## src/rtl/ir_nec_pkg.sv

```systemverilog
// Shared NEC protocol definitions: the frame state machine encoding and the
// protocol durations in NEC units. The IR receiver uses these as well.
package ir_nec_pkg;

  typedef enum logic [2:0] {
    IDLE,
    LEAD_MARK,
    LEAD_SPACE,
    BIT_MARK,
    BIT_SPACE,
    STOP_MARK,
    GAP
  } nec_state_t;

  localparam int unsigned NEC_LEAD_MARK_UNITS  = 16;
  localparam int unsigned NEC_LEAD_SPACE_UNITS = 8;
  localparam int unsigned NEC_BIT_MARK_UNITS   = 1;
  localparam int unsigned NEC_ZERO_SPACE_UNITS = 1;
  localparam int unsigned NEC_ONE_SPACE_UNITS  = 3;
  localparam int unsigned NEC_STOP_MARK_UNITS  = 1;
  localparam int unsigned NEC_FRAME_UNITS      = 192;

  // Length in units of a fixed-duration state; GAP is governed by frame spacing.
  function automatic int unsigned nec_state_units(nec_state_t s, logic bit_val);
    case (s)
      LEAD_MARK:  return NEC_LEAD_MARK_UNITS;
      LEAD_SPACE: return NEC_LEAD_SPACE_UNITS;
      BIT_MARK:   return NEC_BIT_MARK_UNITS;
      BIT_SPACE:  return bit_val ? NEC_ONE_SPACE_UNITS : NEC_ZERO_SPACE_UNITS;
      STOP_MARK:  return NEC_STOP_MARK_UNITS;
      default:    return 1;
    endcase
  endfunction

endpackage

```

## src/rtl/ir_nec_tx_carrier.sv

```systemverilog
// ir_carrier_gen: 50% duty carrier from a modulo-CARRIER_DIV counter.
// Holding restart keeps the counter at 0 so each mark starts on a high half.
module ir_carrier_gen
  import ir_nec_pkg::*;
#(
  parameter int unsigned CARRIER_DIV = 1316
) (
  input  logic clk_50,
  input  logic reset,
  input  logic restart,
  output logic carrier_high
);

  localparam int unsigned CNT_W = $clog2(CARRIER_DIV);
  localparam logic [CNT_W-1:0] CNT_LAST = CNT_W'(CARRIER_DIV - 1);
  localparam logic [CNT_W-1:0] CNT_HALF = CNT_W'(CARRIER_DIV / 2);

  logic [CNT_W-1:0] cnt;

  always_ff @(posedge clk_50 or posedge reset) begin
    if (reset) begin
      cnt <= '0;
    end else if (restart || cnt == CNT_LAST) begin
      cnt <= '0;
    end else begin
      cnt <= cnt + CNT_W'(1);
    end
  end

  always_comb carrier_high = (cnt < CNT_HALF);

endmodule

```

## src/rtl/ir_nec_tx.sv

```systemverilog
// NEC infrared transmitter: sends one 32-bit address/command frame per start
// as an envelope (ir_env) and a carrier-modulated LED drive (ir_tx).
module ir_nec_tx
  import ir_nec_pkg::*;
#(
  parameter int unsigned UNIT_CYCLES = 28125,
  parameter int unsigned CARRIER_DIV = 1316,
  parameter int unsigned FRAME_UNITS = NEC_FRAME_UNITS
) (
  input  logic       clk_50,
  input  logic       reset,
  input  logic       start,
  input  logic [7:0] address,
  input  logic [7:0] command,
  output logic       busy,
  output logic       done,
  output logic       ir_env,
  output logic       ir_tx
);

  localparam int unsigned UNIT_W  = (UNIT_CYCLES > 1) ? $clog2(UNIT_CYCLES) : 1;
  localparam int unsigned FRAME_W = (FRAME_UNITS > 1) ? $clog2(FRAME_UNITS) : 1;
  localparam logic [UNIT_W-1:0]  UNIT_LAST  = UNIT_W'(UNIT_CYCLES - 1);
  localparam logic [FRAME_W-1:0] FRAME_LAST = FRAME_W'(FRAME_UNITS - 1);

  nec_state_t         state;
  logic [UNIT_W-1:0]  unit_cnt;
  logic [FRAME_W-1:0] frame_units;
  logic [3:0]         state_units;
  logic [5:0]         bit_idx;
  logic [31:0]        frame;

  logic       unit_tick;
  logic       frame_full;
  logic       cur_bit;
  logic [3:0] state_last;
  logic       carrier_restart;
  logic       carrier_high;

  always_comb begin
    unit_tick       = (unit_cnt == UNIT_LAST);
    frame_full      = (frame_units == FRAME_LAST);
    cur_bit         = frame[bit_idx[4:0]];
    state_last      = 4'(nec_state_units(state, cur_bit) - 1);
    // Marks never follow marks, so holding the carrier in restart during
    // spaces makes it start from count 0 on every mark entry.
    carrier_restart = ~ir_env;
  end

  ir_carrier_gen #(
    .CARRIER_DIV(CARRIER_DIV)
  ) u_carrier_gen (
    .clk_50      (clk_50),
    .reset       (reset),
    .restart     (carrier_restart),
    .carrier_high(carrier_high)
  );

  assign ir_tx = ir_env & carrier_high;

  always_ff @(posedge clk_50 or posedge reset) begin
    if (reset) begin
      state       <= IDLE;
      unit_cnt    <= '0;
      frame_units <= '0;
      state_units <= '0;
      bit_idx     <= '0;
      frame       <= '0;
      busy        <= 1'b0;
      done        <= 1'b0;
      ir_env      <= 1'b0;
    end else begin
      done <= 1'b0;
      if (state == IDLE) begin
        // A start coinciding with the done pulse is deliberately dropped.
        if (start && !done) begin
          frame       <= {~command, command, ~address, address};
          state       <= LEAD_MARK;
          busy        <= 1'b1;
          ir_env      <= 1'b1;
          unit_cnt    <= '0;
          frame_units <= '0;
          state_units <= '0;
          bit_idx     <= '0;
        end
      end else if (!unit_tick) begin
        unit_cnt <= unit_cnt + UNIT_W'(1);
      end else begin
        unit_cnt    <= '0;
        state_units <= state_units + 4'd1;
        if (!frame_full) begin
          frame_units <= frame_units + FRAME_W'(1);
        end
        if (state == GAP) begin
          // frame_units saturates, so GAP always spans at least one unit.
          if (frame_full) begin
            state <= IDLE;
            busy  <= 1'b0;
            done  <= 1'b1;
          end
        end else if (state_units == state_last) begin
          state_units <= '0;
          case (state)
            LEAD_MARK: begin
              state  <= LEAD_SPACE;
              ir_env <= 1'b0;
            end
            LEAD_SPACE: begin
              state  <= BIT_MARK;
              ir_env <= 1'b1;
            end
            BIT_MARK: begin
              state  <= BIT_SPACE;
              ir_env <= 1'b0;
            end
            BIT_SPACE: begin
              ir_env <= 1'b1;
              if (bit_idx == 6'd31) begin
                state <= STOP_MARK;
              end else begin
                bit_idx <= bit_idx + 6'd1;
                state   <= BIT_MARK;
              end
            end
            STOP_MARK: begin
              state  <= GAP;
              ir_env <= 1'b0;
            end
            default: begin
              state  <= IDLE;
              busy   <= 1'b0;
              ir_env <= 1'b0;
            end
          endcase
        end
      end
    end
  end

endmodule

```

## config.mk

```make
export PLATFORM = sky130hd
export DESIGN_NAME = ir_nec_tx
export DESIGN_NICKNAME = d
export VERILOG_FILES = /design/src/rtl/ir_nec_pkg.sv /design/src/rtl/ir_nec_tx_carrier.sv /design/src/rtl/ir_nec_tx.sv
export SDC_FILE = /design/constraint.sdc
export NUM_CORES = 1
export LEC_CHECK = 0
export BUFFER_PORTS_ARGS = -buffer_cell sky130_fd_sc_hd__buf_4
export CAP_MARGIN = 20
export CORE_MARGIN = 2
export CORE_UTILIZATION = 40
export CTS_BUF_LIST = sky130_fd_sc_hd__clkbuf_16
export DETAILED_ROUTE_END_ITERATION = 7
export HOLD_SLACK_MARGIN = 0.03
export SYNTH_ARGS = -nofsm -noshare
export SYNTH_HDL_FRONTEND = slang
export SYNTH_SLANG_ARGS = --single-unit
```

## constraint.sdc

```tcl
create_clock -name clk_50 -period 3.6 [get_ports clk_50]
set_input_delay 0.18 -clock clk_50 [delete_from_list [all_inputs] [get_ports clk_50]]
set_output_delay 0.18 -clock clk_50 [all_outputs]
set_load 0.02 [all_outputs]
```

# Yosys cells after proc, flatten, opt, wreduce, memory -nomap -nowiden
# Cells that the tools add are included.
dict set report totals {
  ff_bits 82
  latchBits 0
  ram_bits 0
  rom_bits 0
  input_bits 19
  out_inout_bits 4
  elab_cells 104
  mem_count 0
}
dict set report op_classes {
  n_addsub 6
  n_mul 0
  div_mod_pow 0
  n_lt_le_gt_ge 2
  eq_ne 17
  n_shift 0
  n_mux 48
  bitwise_logic 4
  n_reduce_logical 17
}
# cell count
set op_table {}
lappend op_table {{$mux 15} 3}
lappend op_table {{$mux 6} 7}
lappend op_table {{$mux 8} 4}
lappend op_table {{$mux 3} 7}
lappend op_table {{$mux 4} 5}
lappend op_table {{$mux 1} 17}
lappend op_table {{$not 8->8} 2}
lappend op_table {{$add 15x1->15 const B} 1}
lappend op_table {{$eq 15x15->1 const B} 1}
lappend op_table {{$pmux 3 s5} 1}
lappend op_table {{$pmux 4 s3} 1}
lappend op_table {{$add 11x1->11 const B} 1}
lappend op_table {{$eq 11x11->1 const B} 1}
lappend op_table {{$lt 11x10->1 const B} 1}
lappend op_table {{$mux 11} 1}
lappend op_table {{$eq 3x3->1 const B} 3}
lappend op_table {{$add 8x1->8 const B} 1}
lappend op_table {{$eq 8x8->1 const B} 1}
lappend op_table {{$reduce_and 4->1} 2}
lappend op_table {{$add 6x1->6 const B} 1}
lappend op_table {{$eq 3x2->1 const B} 2}
lappend op_table {{$eq 6x5->1 const B} 1}
lappend op_table {{$lt 5x6->1 const B} 1}
lappend op_table {{$reduce_and 6->1} 1}
lappend op_table {{23 further kinds} 28}

# Depth between registers and ports, before layout
# Gate-level depths: netlist of run 1.
dict set report depth {
  word_depth 10
  mapped_depth 10
  ltp_nobuf 10
}

# Cells and area by module
# A second synthesis of run 1 with hierarchy kept.
dict set report unflattened {
  cells_unflattened 475
  area_unflattened_um2 4309.1
}
# module n_inst cells_per_inst area_per_inst_um2 seq_area_each_um2
set modules_own_cells {}
lappend modules_own_cells {ir_nec_tx 1 417 3713.6 1776.7}
lappend modules_own_cells {ir_carrier_gen 1 58 595.6 275.3}

# Worst setup path before layout of run 1
# Ideal clock, no wire load.
dict set report synth_path {
  path_type {register to register}
  from {register bit_idx[0]}
  to {register bit_idx[0]}
  setup_time_ns 0.128
  t_arrival_ns 2.640
  required_ns 3.472
  slack_ns 0.833
  path_stages_with_launch 9
  path_buffers 1
  synth_period_minus_slack_ns 2.767
  cell_sequence {dfrtp_1 > buf_6 > mux4_1 > mux4_2 > o211ai_2 > nor3_1 > a2111o_1 > nand3_1 > mux2_1}
}
dict set report synth_between {
  elab_chain_cells 8
  word_cells_on_any_way 17
  cone_classes {2 x add/sub; 3 x eq/ne; 10 x mux; 2 x reduce/logical}
}
# item line_no
set synth_lines {}
lappend synth_lines {{start: declaration} ir_nec_tx.sv:30} ;# logic [5:0] bit_idx;
lappend synth_lines {{start signal: assignment} ir_nec_tx.sv:121} ;# bit_idx <= bit_idx + 6'd1;
lappend synth_lines {{$bmux 1 s5} ir_nec_tx.sv:43} ;# cur_bit = frame[bit_idx[4:0]];
lappend synth_lines {{$mux 1 (not written as such)} ir_nec_tx.sv:43}
lappend synth_lines {{$mux 2} ir_nec_pkg.sv:29} ;# BIT_SPACE: return bit_val ? NEC_ONE_SPACE_UNITS : NEC_ZERO_SPACE_UNITS;
lappend synth_lines {{$pmux 4 s3} ir_nec_pkg.sv:25} ;# case (s)
lappend synth_lines {{$sub 4x1->4} ir_nec_tx.sv:44} ;# state_last = 4'(nec_state_units(state, cur_bit) - 1);
lappend synth_lines {{$eq 4x4->1} ir_nec_tx.sv:101} ;# end else if (state_units == state_last) begin
lappend synth_lines {{$reduce_bool 2->1 (no line)} n/a}
lappend synth_lines {{$reduce_and 6->1 (no line)} n/a}
# Parallel ways exist; a longest one is shown, timed or not. The select of a mux whose other input is x is not followed.
# A chain may end at the register's enable or synchronous reset.

# Worst setup path in the final report of run 1
dict set report layout_path {
  from {register bit_idx[0]}
  to {register bit_idx[5]}
}
# Same word-level chain as after synthesis.

==> results by group, run 1 <==
STA
  • Maximum clock frequency: around 310 MHz
  • Count of final setup violators: 0
  • Slew headroom: 40.65%
  • Worst-Margin Slew: a little under 0.9 ns
  • Fin crit period: between 3 and 4 ns
  • Hold violation total from the final report: 0
  • Slew Limit Fails: 0
  • Post-route clock period utilization: between 90% and 100%
  • Skew final: ~0.013 ns
  • Setup TNS: 0 ns
  • RSZ-0062 raised after global routing: no

Routing
  • Detailed Routing Iterations Pass 1: 4
  • Routed length per instance: 14.50 um
  • Vias: roughly 3200
  • Final wirelength: around 8700 um
  • Vias per inst: approximately 5.3
  • # DRC: 0
  • Post-route ant nets: 0
  • Drt initial violations: about 220

Placement
  • Number of instances in the placed design: slightly below 600
  • Routability congestion estimate: roughly 0.83
  • Placed wire-length estimate: between 5000 and 6000 um
  • Number of port buffers: 22

Synth
  • Syn nets: around 460
  • Synth async-reset ratio: between 90% and 100%
  • Area leader, netlist: dfrtp_1
  • Post-synth top flop: dfrtp_1
  • Yosys cell types: 56
  • Area contributors post-synth: dfrtp_1, nand2_1, o21ai_0, mux4_1, nor2_1
  • Synthesized flop and latch total: between 80 and 90
  • Post-synth EDFFs: 0
  • Post-Syn Instances: roughly 440
  • Post-synthesis sequential area ratio: roughly half
  • Synth Cell Area: approximately 0.0042 mm2
  • Yosys warns: 0
  • Synth top area share: between 40% and 50%
  • Avg Inst Size Synth: 9.563 um2

Setup path
  • CP max stage delay: 0.65 ns
  • Buf/Inv on CP: 1
  • CP Max Fanout: 12
  • Setup crit end kind: flip-flop
  • Worst r2r dst: bit_idx[5]
  • Reg-to-Reg Start: bit_idx[0]
  • Cell family with most CP delay: multiplexers
  • CP Depth: 9
  • CP Cell Sequence: mux4_1 > mux4_2 > o211ai_2 > o31ai_2 > nor3_4 > a2111oi_2 > buf_4 > or4_1 > a21oi_1
  • Critical Path AT: ~3.5 ns
  • Crit path required time: roughly 3.9 ns
  • FF-to-FF setup slack: 0.34 ns
  • Kind of critical path: reg2reg
  • CP Launch Type: flip-flop
  • Critical-path top delay cell: dfrtp_1
  • R2R depth: 9

Cells and area
  • Post-route insts no fill: 600
  • Diodes inserted: 0
  • Area grow syn2layout: 15.12%
  • Fillers: roughly 1000
  • Layout cells sized above 1: 12.07%
  • Layout net count: 484

Floorplan
  • Die H: 106.2 um
  • Die width: between 100 and 150 um
  • Die area: approximately 0.011 mm2
  • Rows: 37
  • I/O pin cnt: 23
  • Total core area: roughly 0.010 mm2
  • Starting Density: around two fifths

Power and ir drop
  • P per Cell Area: about 400 mW/mm2
  • Comb power frac: roughly 1.8%
  • Leakage: 2.255 nW
  • Net Sw Power: between 0.0004 and 0.0005 W
  • Sequential Power Share: 47.3%
  • Clock Power Share: 50.9%
  • Switching Share: about a fifth
  • Maximum VDD drop: approximately 380 uV
  • Internal power: 0.001541 W
  • Final Power: about 0.002 W

Clocking
  • Cts repair resizes: 0
  • Clk buf depth: 2
  • CTS sink count: between 80 and 90
  • CTS root buffer: clkbuf_16
  • CTS Hold Bufs: 0
  • TritonCTS clock tree: done
  • H-tree levels: 3
  • CTS Buf Count: 9
  • Reg clk slew, reported paths: ~0.06 ns
  • Setup bufs post-CTS: 0
  • Skew-Pair Late Insertion Delay: about 0.34 ns

Global routing
  • Total track usage: 16.80%
  • Initial antenna violation count: 0
  • Global-route wire length before repair: 15390 um
  • Largest net degree at the start of global routing: 53
  • Total gr overflow: 0
  • Vias in the first global route: about 3300

Worst hold path
  • Worst hold path class: in2async

Status
  • Run status: finished, final reports clean

Flow run
  • Max cap viols: 0
## cells by family (layout without fill, tap and decap cells)
logic type | Yosys count | after routing | share of synthesized area [%]
DFF | 82 | 82 | 49.10
buffers and inverters | 32 | 59 | 3.293
AOI/OAI and AO/OA | 86 | 86 | 13.05
adders and majority gates | 7 | 7 | 2.036
xor gates and xnor gates | 18 | 18 | 3.772
and+or+nand+nor | 199 | 199 | 22.25
muxes | 13 | 13 | 6.497
## cell usage after synthesis (all sizes together) (2+ instances only)
master	number
mux2i	2
ha	6
o21ai	48
and3	12
or3	2
inv	12
buf	4
nor3b	2
nand3	18
nand2	90
xor2	13
and4	2
mux2	2
clkbuf	16
a21oi	7
o211ai	2
nor2	38
nor3	11
xnor2	5
a211oi	3
o31ai	6
o21a	3
dfrtp	82
nand4b	2
nor2b	2
nor4	2
nand2b	3
or4	3
o31a	3
a31oi	2
a21o	2
mux4	9
nand4	7
## cell usage in the layout (no fill, tap or decap), drive strengths merged, types with 4 or more instances in the layout
cell type	n
clkinv	4
o31ai	6
nor3	11
buf	31
nand2	90
clkbuf	9
xor2	13
a21oi	7
ha	6
nand3	18
nand4	7
mux4	9
nor2	38
xnor2	5
inv	12
dfrtp	82
and3	12
o21ai	48
## how the worst max path moves through the flow
stage	slack, ns	from	endpoint
global placement	0.43	bit_idx[0]	bit_idx[5]
global route	0.18	bit_idx[0]	bit_idx[5]
CTS	0.32	bit_idx[0]	bit_idx[5]
floorplan	0.83	bit_idx[0]	bit_idx[0]
detailed placement	0.32	bit_idx[0]	bit_idx[5]
finish	0.34	bit_idx[0]	bit_idx[5]
## through the flow
step / hold WS, ns / util (%) / setup slack [ns] / area (um2)
floorplan: 0.2854 / - / 0.8329 / 4179
global placement: 0.3758 / 43.92 / 0.4345 / 4493
detailed placement: 0.3825 / 43.92 / 0.3184 / 4493
CTS: 0.03646 / 47.02 / 0.3246 / 4811
global route: 0.03581 / 47.02 / 0.1781 / 4811
finish: 0.003751 / 47.02 / 0.3436 / 4811
## area by class of cell
| type | instances | area, um2 | share of cell area, % |
|---|---|---|---|
| Sequential cell | 82 | 2052 | 42.65 |
| Multi-Input combinational cell | 323 | 1992 | 41.40 |
| Tap cell | 136 | 170.2 | 3.537 |
| Inverter | 12 | 46.29 | 0.9623 |
| Timing Repair Buffer | 31 | 232.7 | 4.837 |
| Clock buffer | 9 | 225.2 | 4.681 |
| Clock inverter | 7 | 92.59 | 1.925 |
## sequential cells by signal, summed over array words and instances (netlist names)
name               count
u_carrier_gen.cnt     11
frame_units            8
ir_env                 1
state_units            4
busy                   1
frame                 32
done                   1
unit_cnt              15
bit_idx                6
state                  3
## worst reg2reg max path: stages, from the launching register on
cell	delay, ns
dfrtp_1	0.65
mux4_1	0.61
mux4_2	0.48
o211ai_2	0.18
o31ai_2	0.12
nor3_4	0.20
a2111oi_2	0.10
buf_4	0.20
or4_1	0.47
a21oi_1	0.16
## routing by layer
metal | global-route usage (%) | wire length [um] | vias to the layer above
met5 | 0 | 0 | -
met4 | 6.015 | 166 | 0
met3 | 3.433 | 268 | 13
met2 | 26.47 | 4069 | 46
met1 | 23.06 | 4197 | 1550
li1 | - | - | 1586
## power by group through the flow
| stage | combinational [W] | clock (W) | sequential (W) |
|---|---|---|---|
| after floorplan | 0.0000136 | 0 | 0.000939 |
| after detailed placement | 0.0000372 | 0 | 0.000939 |
| after CTS | 0.0000374 | 0.00101 | 0.000921 |
| after global placement | 0.0000369 | 0 | 0.000939 |
| after global routing | 0.0000414 | 0.00105 | 0.000921 |
| final | 0.0000354 | 0.000991 | 0.000921 |
(Power assumes the default switching activity.)
==> run 2, diff against run 1 <==
==> constraint.sdc (replaced) <==
create_clock -name clk_50 -period 3.8 [get_ports clk_50]
set_input_delay 0.19 -clock clk_50 [delete_from_list [all_inputs] [get_ports clk_50]]
set_output_delay 0.19 -clock clk_50 [all_outputs]
set_load 0.02 [all_outputs]
==> run 2 against run 1 <==
Compared with the run above: register-to-register slack improved by 0.22 ns; setup slack improved by 0.22 ns; via count fell by 0.13%; global-route usage grew 0.65 points; clock-buffer cell count did not move; fmax rose by 0.58%; routed wire length is 0.20% higher; flip-flop and latch count stayed put; sequential share of layout area shrank 0.24 points; final area up 0.57%; combinational power fell by 2%; die area stayed put; largest cell class unchanged; largest power group unchanged.
==> results by group, run 2 (synthesized netlist as in run 1, its figures left out) <==
STA
  • Slew headroom: 45.07%
  • Fin crit period: around 3.2 ns
  • Hold violation total from the final report: 0
  • Post-route clock period utilization: ~85%
  • Count of final setup violators: 0
  • Slew Limit Fails: 0
  • Final setup margin: 0.5622 ns
  • RSZ-0062 raised after global routing: no
  • Skew final: approximately 0.0063 ns
  • Worst-Margin Slew: around 0.8 ns
  • Maximum clock frequency: 308.9 MHz
  • Setup TNS: 0 ns

Cells and area
  • Top reg by flops: frame
  • Commonest cells after routing, fill and taps aside: nand2_1, dfrtp_1, o21ai_0, nor2_1, buf_4
  • Storage cell area: 0.002052 mm2
  • Multi-input logic area: ~0.002 mm2
  • Most common cell after layout, fill and taps aside: nand2_1
  • Diodes inserted: 0
  • Fillers: between 900 and 1000
  • Top Registers: frame x32, unit_cnt x15, u_carrier_gen.cnt x11
  • Area grow syn2layout: 15.78%
  • Layout cells sized above 1: 12.04%
  • Max reg flops: 32
  • Layout net count: ~490

Global routing
  • Total track usage: 17.45%
  • Total gr overflow: 0
  • Vias in the first global route: approximately 3200
  • Global-route wire length before repair: 15550 um
  • Initial antenna violation count: 0
  • Largest net degree at the start of global routing: 48

Setup path
  • CP Launch Type: flip-flop
  • R2R depth: 9
  • CP max stage delay: ~0.64 ns
  • Kind of critical path: reg2reg
  • CP Max Fanout: 13
  • Critical-path top delay cell: dfrtp_1
  • Worst Setup EP: bit_idx[5]
  • Critical Path AT: approximately 3.5 ns
  • CP startpoint: bit_idx[0]
  • Crit path required time: between 4 and 5 ns
  • Worst r2r dst: bit_idx[5]
  • Setup crit end kind: flip-flop
  • FF-to-FF setup slack: ~0.56 ns
  • Reg-to-Reg Start: bit_idx[0]
  • CP Cell Sequence: mux4_1 > mux4_2 > o211ai_2 > o31ai_2 > nor3_4 > a2111oi_2 > buf_4 > or4_1 > a21oi_1

Floorplan
  • Starting Density: between 40% and 50%
  • Die H: ~110 um
  • Die width: ~110 um
  • Rows: 37
  • Total core area: roughly 0.010 mm2
  • Die area: between 0.01 and 0.015 mm2
  • I/O pin cnt: 23

Routing
  • Detailed Routing Iterations Pass 1: 4
  • Vias: 3191
  • Met3 WL: about 290 um
  • # DRC: 0
  • Highest routed layer: met4
  • Routed length per instance: about 15 um
  • Vias per inst: 5.309
  • Metal-1 WL: between 4000 and 5000 um
  • Post-route ant nets: 0
  • Drt initial violations: approximately 280
  • Final wirelength: between 8000 and 9000 um
  • Met2 Routed Length: roughly 4000 um

Clocking
  • Setup bufs post-CTS: 0
  • CTS sink count: 82
  • H-tree levels: 3
  • Clk buf depth: 2
  • Reg clk slew, reported paths: about 0.060 ns
  • CTS Buf Count: 9
  • CTS root buffer: clkbuf_16
  • TritonCTS clock tree: done
  • Skew-Pair Late Insertion Delay: 0.34 ns

Power and ir drop
  • P per Cell Area: between 300 and 400 mW/mm2
  • Maximum VDD drop: 241.9 uV
  • Leakage: between 2 and 2.5 nW

Placement
  • Place WS: 0.5464 ns
  • Placed wire-length estimate: just under 6000 um
  • Number of port buffers: 22
  • Routability congestion estimate: roughly 0.81

Worst hold path
  • HP Start: command[3]
  • Worst hold path class: in2reg

Flow run
  • Max cap viols: 0

Status
  • Run status: finished, final reports clean
## run 2: critical path: cells and delay by family, from the launching register on
| kind | cells | cell delay, ns |
|---|---|---|
| mux | 2 | 1.09 |
| simple gates | 2 | 0.66 |
| flops | 1 | 0.64 |
| compound gates | 4 | 0.55 |
| buf+inv | 1 | 0.20 |
## run 2: power breakdown
part,switching [W],leakage (nW),total [W],internal [W]
Sequential,0,1.07,0.000873,0.000873
Clock,0.000345,0.168,0.000981,0.000636
Combinational,0.0000215,1.03,0.0000348,0.0000133
Total,0.000367,2.28,0.00189,0.00152
## run 2: worst min-delay path by stage
stage	endpoint	slack (ns)	depth (start not counted)
after floorplan	frame[0]	0.30	2
after global placement	frame[1]	0.36	2
after detailed placement	frame[1]	0.37	2
after CTS	frame[26]	0.04	2
after global routing	frame[14]	0.05	2
final	frame[27]	0.04	2
## run 2: area by class of cell
cell class              count  area share [%]
flip-flops and latches     82           42.41
clock inverters             7           2.276
multi-input cells         323           41.17
inverters                  12          0.9568
repair buffers             32           5.017
clock buffers               9           4.655
well taps                 136           3.517
## run 2: layer usage
metal | track usage, % | up-vias
met5 | 0 | -
met4 | 8.365 | 0
met3 | 2.575 | 13
met2 | 27.15 | 53
met1 | 23.96 | 1531
li1 | - | 1594
## run 2: repair_timing
action	in CTS	in global routing
hold buffers	1	0
gates resized for setup	0	0
hold endpoints to repair	46	0
setup endpoints to repair	0	0
## run 2: per-stage QoR
stage | std cells | hold WS (ns) | power, W | area (um2) | util [%]
floorplan | 437 | 0.2954 | 0.0009021 | 4179 | -
global placement | 584 | 0.3622 | 0.0009245 | 4493 | 43.92
detailed placement | 584 | 0.3682 | 0.0009253 | 4493 | 43.92
CTS | 601 | 0.04008 | 0.001910 | 4838 | 47.29
global route | 601 | 0.05079 | 0.001952 | 4838 | 47.29
finish | 601 | 0.04362 | 0.001889 | 4838 | 47.29
